==> src/rtl/tampon_tx_uart.sv <==
// Byte FIFO and transmit sequencer in front of uart_tx.
// Drains queued bytes in order, one frame at a time, and reports fill level and overflow.
module tampon_tx_uart #(
  parameter int unsigned DEPTH  = 16,
  parameter int unsigned ADDR_W = 4
) (
  input  logic              clk,
  input  logic              rst,
  input  logic              wr_en,
  input  logic [7:0]        wr_data,
  input  logic              clr_ovf,
  input  logic              tx_active,
  input  logic              tx_done,
  output logic              tx_start,
  output logic [7:0]        tx_data,
  output logic              full,
  output logic              empty,
  output logic [ADDR_W:0]   count,
  output logic              overflow
);

  localparam logic [ADDR_W:0] FullCount = (ADDR_W + 1)'(DEPTH);

  typedef enum logic [0:0] {
    StIdle,
    StWaitDone
  } state_e;

  state_e            state_q, state_d;
  logic [7:0]        mem_q [DEPTH];
  logic [ADDR_W-1:0] rd_ptr_q, wr_ptr_q;
  logic [ADDR_W:0]   count_q, count_d;
  logic              ovf_q, ovf_d;
  logic              tx_start_q;
  logic [7:0]        tx_data_q, tx_data_d;
  logic              push_ok;
  logic              pop;

  assign full     = (count_q == FullCount);
  assign empty    = (count_q == '0);
  assign count    = count_q;
  assign overflow = ovf_q;
  assign tx_start = tx_start_q;
  assign tx_data  = tx_data_q;

  // Acceptance uses the registered full, so a pop in the same cycle never frees a slot early.
  assign push_ok = wr_en && !full;

  always_comb begin
    state_d = state_q;
    pop     = 1'b0;
    unique case (state_q)
      StIdle: begin
        if (!empty && !tx_active) begin
          pop     = 1'b1;
          state_d = StWaitDone;
        end
      end
      StWaitDone: begin
        if (tx_done) begin
          state_d = StIdle;
        end
      end
      default: state_d = StIdle;
    endcase
  end

  always_comb begin
    count_d = count_q;
    if (push_ok && !pop) begin
      count_d = count_q + 1'b1;
    end else if (pop && !push_ok) begin
      count_d = count_q - 1'b1;
    end
  end

  // A dropped push in the same cycle as clr_ovf keeps the flag set.
  always_comb begin
    ovf_d = ovf_q;
    if (clr_ovf) begin
      ovf_d = 1'b0;
    end
    if (wr_en && full) begin
      ovf_d = 1'b1;
    end
  end

  always_comb begin
    tx_data_d = tx_data_q;
    if (pop) begin
      tx_data_d = mem_q[rd_ptr_q];
    end
  end

  always_ff @(posedge clk or negedge rst) begin
    if (!rst) begin
      state_q    <= StIdle;
      rd_ptr_q   <= '0;
      wr_ptr_q   <= '0;
      count_q    <= '0;
      ovf_q      <= 1'b0;
      tx_start_q <= 1'b0;
      tx_data_q  <= 8'h00;
    end else begin
      state_q    <= state_d;
      count_q    <= count_d;
      ovf_q      <= ovf_d;
      tx_start_q <= pop;
      tx_data_q  <= tx_data_d;
      if (push_ok) begin
        wr_ptr_q <= wr_ptr_q + 1'b1;
      end
      if (pop) begin
        rd_ptr_q <= rd_ptr_q + 1'b1;
      end
    end
  end

  always_ff @(posedge clk) begin
    if (push_ok) begin
      mem_q[wr_ptr_q] <= wr_data;
    end
  end

endmodule

==> config.mk <==
export PLATFORM = sky130hd
export DESIGN_NAME = tampon_tx_uart
export DESIGN_NICKNAME = d
export VERILOG_FILES = /design/src/rtl/tampon_tx_uart.sv
export SDC_FILE = /design/constraint.sdc
export NUM_CORES = 1
export LEC_CHECK = 0
export ABC_AREA = 1
export CAP_MARGIN = 20
export CELL_PAD_IN_SITES_DETAIL_PLACEMENT = 0
export CELL_PAD_IN_SITES_GLOBAL_PLACEMENT = 2
export CORE_ASPECT_RATIO = 0.75
export CORE_MARGIN = 4
export CORE_UTILIZATION = 40
export CTS_CLUSTER_SIZE = 10
export DETAILED_ROUTE_END_ITERATION = 7
export GPL_ROUTABILITY_DRIVEN = 0
export PLACE_DENSITY_LB_ADDON = 0.1
export SLEW_MARGIN = 25
export SYNTH_ARGS = -nofsm -noshare
export SYNTH_HDL_FRONTEND = slang
export SYNTH_SLANG_ARGS = --single-unit
==> constraint.sdc <==
create_clock -name clk -period 5.9 [get_ports clk]
set_input_delay 1.18 -clock clk [delete_from_list [all_inputs] [get_ports clk]]
set_output_delay 1.18 -clock clk [all_outputs]
set_load 0.01 [all_outputs]
==> results of run 1 <==
## synth_stat cells (all sizes together)
library cell and n:
buf 27, xor2 8, clkinv 1, nand2 215, dfrtp 24, xnor2 1
clkbuf 1, fa 1, nand3 98, a21boi 1, a31oi 1, o21ai 7
inv 117, a21oi 2, nor3 12, nor2 14, ha 9, edfxtp 128
## cells by family after synthesis
kind of cell,after synthesis
AOI/OAI and AO/OA,11
xor gates and xnor gates,9
adders and majority gates,10
buffers and inverters,146
DFF,152
and+or+nand+nor,339
## cell type report
class	instances	share of cell area [%]
sequential	152	56.8
multi-input combinational	369	22.4
inverter	118	5.66
clock buffer	18	5.49
timing repair buffer	33	4.06
tap	210	3.36
clock inverter	14	2.24
## per-stage QoR
stage                     setup slack (ns)  instance area (µm²)
final                                 2.68                 7820
after global routing                  2.51                 7820
after CTS                             2.66                 7780
after detailed placement              2.31                 7180
after global placement                2.31                 7170
after floorplan                       3.18                 6750
## cells in the final DEF, fill, tap and decap left out, drive strengths merged
| master | n |
|---|---|
| ha | 9 |
| xnor2 | 1 |
| clkbuf | 18 |
| fa | 1 |
| o21ai | 7 |
| edfxtp | 128 |
| a21boi | 1 |
| nor2 | 14 |
| nand2 | 215 |
| inv | 119 |
| nand3 | 98 |
| clkinvlp | 1 |
| xor2 | 8 |
| nor3 | 12 |
| buf | 4 |
| clkinv | 9 |
| dfrtp | 24 |
| clkdlybuf4s50 | 29 |
| a31oi | 1 |
| bufinv | 3 |
| a21oi | 2 |
## layer usage
metal  GRT usage, %  wire length [µm]
met1           28.4              8400
met2           26.5              7470
met3           4.22               703
met4           4.64               142
met5              0                 0
## report_power, final
group | switching [mW] | internal, mW
clock | 0.441 | 0.669
combinational | 0.900 | 0.418
sequential | 0.103 | 1.33
## registers in the layout, summed over array words and instances, names as in the netlist
register and count:
state_q 1, rd_ptr_q 4, wr_ptr_q 4, tx_data 8
tx_start 1, mem_q 128, overflow 1, count 5
## final timing paths
check | slack, ns | start | depth (start not counted) | to
worst max-delay path | 2.68 | wr_en | 12 | count[4]
worst min-delay path | 0.48 | tx_data[1] | 2 | tx_data[1]
worst max register to register | 2.94 | count[0] | 15 | count[4]
worst min register to register | 0.48 | tx_data[1] | 2 | tx_data[1]
max in group asynchronous | 4.76 | rst | 1 | rd_ptr_q[0]
min in group asynchronous | 0.74 | rst | 1 | count[1]
## worst register-to-register path: stages, from the launching register on
cell	delay (ns)
dfrtp_1	0.46
nor2_1	0.14
nand2_1	0.08
nor2_1	0.29
inv_2	0.06
nand2_2	0.43
inv_2	0.17
ha_1	0.26
inv_1	0.15
ha_1	0.29
a21oi_1	0.14
nor2_1	0.06
nor2_1	0.11
xor2_1	0.15
nand2_1	0.06
nand2_1	0.05
==> out/results.tsv, run 1 <==
metric	value	unit
critPathBufInv	3	
cts_root_buf	clkbuf_16	
row_count	40	
dp_hpwl	10800	µm
crit_path_max_incr_delay	0.49	ns
synth_area_leaders	edfxtp_1, nand2_1, dfrtp_1	
crit_fanout	14	
diodes	0	
drive_above_1_share	7.53	%
yosysTopAreaCellShare	56.9	%
synthXorXnorAreaFrac	1.28	%
yosysWarnings	0	
hold_viol_final	0	
critPathCaptureType	register	
synth_simple_gate_area_share	21.1	%
total_power	3.86	mW
dieArea	19000	µm²
cts_setup_buffers	0	
maxSlewViolCount	0	
grt_usage	18.5	%
fill_cells	1535	
grt_pass1_wl	25300	µm
wirelength	16700	µm
synth_seq_cells	152	
clock-sinks	152	
syn_nets	691	
grt_pass1_vias	4180	
yosysUniqueCellTypes	26	
crit_type	primary input to register	
io_pins	31	
fp.coreArea	16300	µm²
yosysSeqAreaShare	65.8	%
crit_family	buffers and inverters	
worstMarginPinSlew	1.01	ns
vias_per_cell	4.86	
clock_skew	0.0104	ns
remaining_drc_errors	0	
final-seq-area	4450	µm²
layout.nets	715	
syn_avg_cell_area	10.1	µm²
min_period_over_period	54.6	%
cp_data_required_time	6.27	ns
antenna_left	0	
worst_ep_arrival_time	3.59	ns
vdd_drop_max	0.248	mV
yosysTopAreaCell	edfxtp_1	
antenna_found_initial	0	
cts_tree	yes	
slowest_stage	clkdlybuf4s50_1	
synth-compound-area-share	0.871	%
multi_input_area	1750	µm²
finalSetupViolCount	0	
cts_max_level	4	
cts_made_buffers	17	
cp-start-kind	primary input	
hold_path.class	register to register	
dpl.cell_count	882	
synth_cells	667	
dr.pass1.iters	4	
fin_cells	914	
synth_fa_ha_area_share	1.96	%
ctsResizeCount	0	
leakage	3.37	nW
synth_top_family_by_area	simple AND/OR/NAND/NOR gates	
syn_to_final_growth	15.9	%
fin_hold_ws	0.480	ns
fmax	0.310	GHz
postCtsHoldBufs	0	
cp_cell_sequence	clkdlybuf4s50_1, nand2_2, inv_2, ha_1, inv_1, fa_1, a21oi_1, nor2_1, nor2_1, xor2_1, nand2_1, nand2_1	
grt_max_degree	68	
synth_mux_area_share	0	%
finalSetupTns	0	ns
dieWidth	158	µm
clock_latency	0.43	ns
num_vias	4444	
wl_per_cell	18.3	µm
slew_headroom	32.5	%
final.min_clock_period	3.22	ns
utilization	48.1	%
start_util	41.5	%
clock_path_buffers	2	
maxCapViolations	0	
rsz0062_at_grt	no	
grt_overflow_total	0	
power_density	494	nW/µm²
port-buffer-count	30	
outcome	finished clean	
path_clk_slew	0.06	ns
initialDrtViolationCount	366	
die_h	121	µm
netlist_area	6750	µm²
(Power assumes the default switching activity.)
==> run 2: changes to the inputs <==
--- a/config.mk
+++ b/config.mk
@@ -11,7 +11,7 @@
 export CELL_PAD_IN_SITES_GLOBAL_PLACEMENT = 2
 export CORE_ASPECT_RATIO = 0.75
 export CORE_MARGIN = 4
-export CORE_UTILIZATION = 40
+export CORE_UTILIZATION = 39
 export CTS_CLUSTER_SIZE = 10
 export DETAILED_ROUTE_END_ITERATION = 7
 export GPL_ROUTABILITY_DRIVEN = 0
==> constraint.sdc (replaced) <==
create_clock -name clk -period 2.97 [get_ports clk]
set_input_delay 0.594 -clock clk [delete_from_list [all_inputs] [get_ports clk]]
set_output_delay 0.594 -clock clk [all_outputs]
set_load 0.01 [all_outputs]
==> out/results.tsv, run 2 (synthesis results as in run 1) <==
metric	value	unit	change
outcome	finished clean		unchanged
grt_overflow_total	0		unchanged
hold_end	tx_data[2]		was tx_data[1]
worstHoldPathCells	2		unchanged
syn_to_final_growth	17.8	%	was 15.9%
clock_latency	0.42	ns	was 0.43 ns
cp_data_required_time	2.38	ns	was 6.27 ns
die_h	122	µm	was 121 µm
dpl.cell_count	912		was 882
hold_viol_final	0		unchanged
vdd_drop_max	0.423	mV	was 0.248 mV
leakage	3.49	nW	was 3.37 nW
worstMarginPinSlew	0.984	ns	was 1.01 ns
fin_area	7960	µm²	was 7820 µm²
wirelength	16200	µm	was 16700 µm
cts_root_buf	clkbuf_16		unchanged
r2r_slack	0.56	ns	was 2.94 ns
largest_register	mem_q		unchanged
grt_pass1_wl	25200	µm	was 25300 µm
maxSlewViolCount	0		unchanged
clkPwrFrac	27.4	%	was 28.7%
hold_path.class	register to register		unchanged
drive_above_1_share	8.92	%	was 7.53%
layout_commonest_cell	nand2_1		unchanged
switchingPower	2.79	mW	was 1.44 mW
dr.pass1.iters	4		unchanged
fp.coreArea	16900	µm²	was 16300 µm²
slew_headroom	34.4	%	was 32.5%
r2r-start	count[1]		was count[0]
wl_per_cell	17.1	µm	was 18.3 µm
maxCapViolations	0		unchanged
dieWidth	160	µm	was 158 µm
row_count	41		was 40
grt_max_degree	67		was 68
largest_reg_flops	128		unchanged
vias_per_cell	4.66		was 4.86
final.min_clock_period	2.62	ns	
cts_setup_buffers	0		unchanged
p_sw_share	36.6	%	was 37.4%
critPathCaptureType	output port		was register
r2r-end	count[4]		unchanged
grt_usage	17.6	%	was 18.5%
crit_fanout	5		was 14
fin_cells	944		was 914
cts_made_buffers	17		unchanged
layout.nets	740		was 715
power_density	958	nW/µm²	was 494 nW/µm²
rsz0062_at_grt	no		unchanged
finalSetupViolCount	0		unchanged
io_pins	31		unchanged
clock_skew	0.00783	ns	was 0.0104 ns
worstHoldStart	tx_data[2]		was tx_data[1]
finalSetupTns	0	ns	unchanged
cp-start-kind	register		was primary input
remaining_drc_errors	0		unchanged
diodes	0		unchanged
power.share.sequential	36.9	%	was 37.1%
antenna_found_initial	0		unchanged
initialDrtViolationCount	330		was 366
utilization	47.1	%	was 48.1%
p_int	4.83	mW	was 2.42 mW
ctsResizeCount	0		unchanged
dieArea	19500	µm²	was 19000 µm²
port-buffer-count	30		unchanged
dp_hpwl	10300	µm	was 10800 µm
worst_r2r_path_depth	15		unchanged
place_area	7370	µm²	was 7180 µm²
fmax	0.382	GHz	
clock_path_buffers	2		unchanged
postCtsHoldBufs	0		unchanged
antenna_left	0		unchanged
num_vias	4395		was 4444
worst_ep_arrival_time	2.03	ns	was 3.59 ns
p_comb_share	35.7	%	was 34.1%
total_power	7.62	mW	was 3.86 mW
final_cell_mix	nand2_1, edfxtp_1, inv_1		unchanged
min_period_over_period	88.2	%	
grt_pass1_vias	4188		was 4180
path_clk_slew	0.06	ns	about the same
cts_max_level	4		unchanged
cts_tree	yes		unchanged
crit_type	register to output port		was primary input to register
start_util	40.0	%	was 41.5%
clock-sinks	152		unchanged
run 2: cell types whose count changed in the layout (fill, tap and decap cells not counted), moves of 4 or more:
cell,delta
nor3_2,-10
clkinv_4,-4
buf_4,+25
nor3_1,+10
run 2: power groups by stage:
stage          Sequential (mW)  Clock (mW)  Combinational [mW]
6_report                  2.81        2.09                2.72
5_1_grt                   2.85        2.23                3.06
4_1_cts                   2.82        2.13                2.75
3_5_place_dp              2.86           0                2.74
3_3_place_gp              2.85           0                2.72
2_1_floorplan             2.85           0                1.75
run 2: critical path, cell delays in order, from the launching register on:
cell and delay, ns:
dfrtp_1 0.44, nor2_1 0.15, nand2_1 0.08, nor2_1 0.22, buf_4 0.19, clkdlybuf4s50_1 0.53
run 2: metal layers:
layer / GRT usage (%) / vias to the layer above / routed length (µm)
li1: - / 2234 / -
met1: 26.4 / 2075 / 8300
met2: 25.9 / 67 / 6980
met3: 3.92 / 19 / 698
met4: 4.67 / 0 / 203
met5: 0 / - / 0
run 2: final cells by class:
type | count | area (µm²)
clock buffers | 26 | 553
multi-input cells | 369 | 1700
clock inverters | 6 | 33.8
repair buffers | 58 | 510
fillers | 1545 | 8920
well taps | 215 | 269
flip-flops and latches | 152 | 4450
inverters | 118 | 443
run 2: through the flow:
stage	setup slack [ns]	hold slack [ns]
2_1_floorplan	0.554	0.298
3_3_place_gp	0.274	0.468
3_5_place_dp	0.283	0.469
4_1_cts	0.353	0.488
5_1_grt	0.266	0.515
6_report	0.350	0.484
run 2: worst max-delay path by stage:
stage                     startpoint  endpoint
after floorplan             count[1]  count[4]
after global placement         wr_en  count[4]
after detailed placement       wr_en  count[4]
after CTS                   count[1]      full
after global routing        count[0]      full
final                       count[1]      full
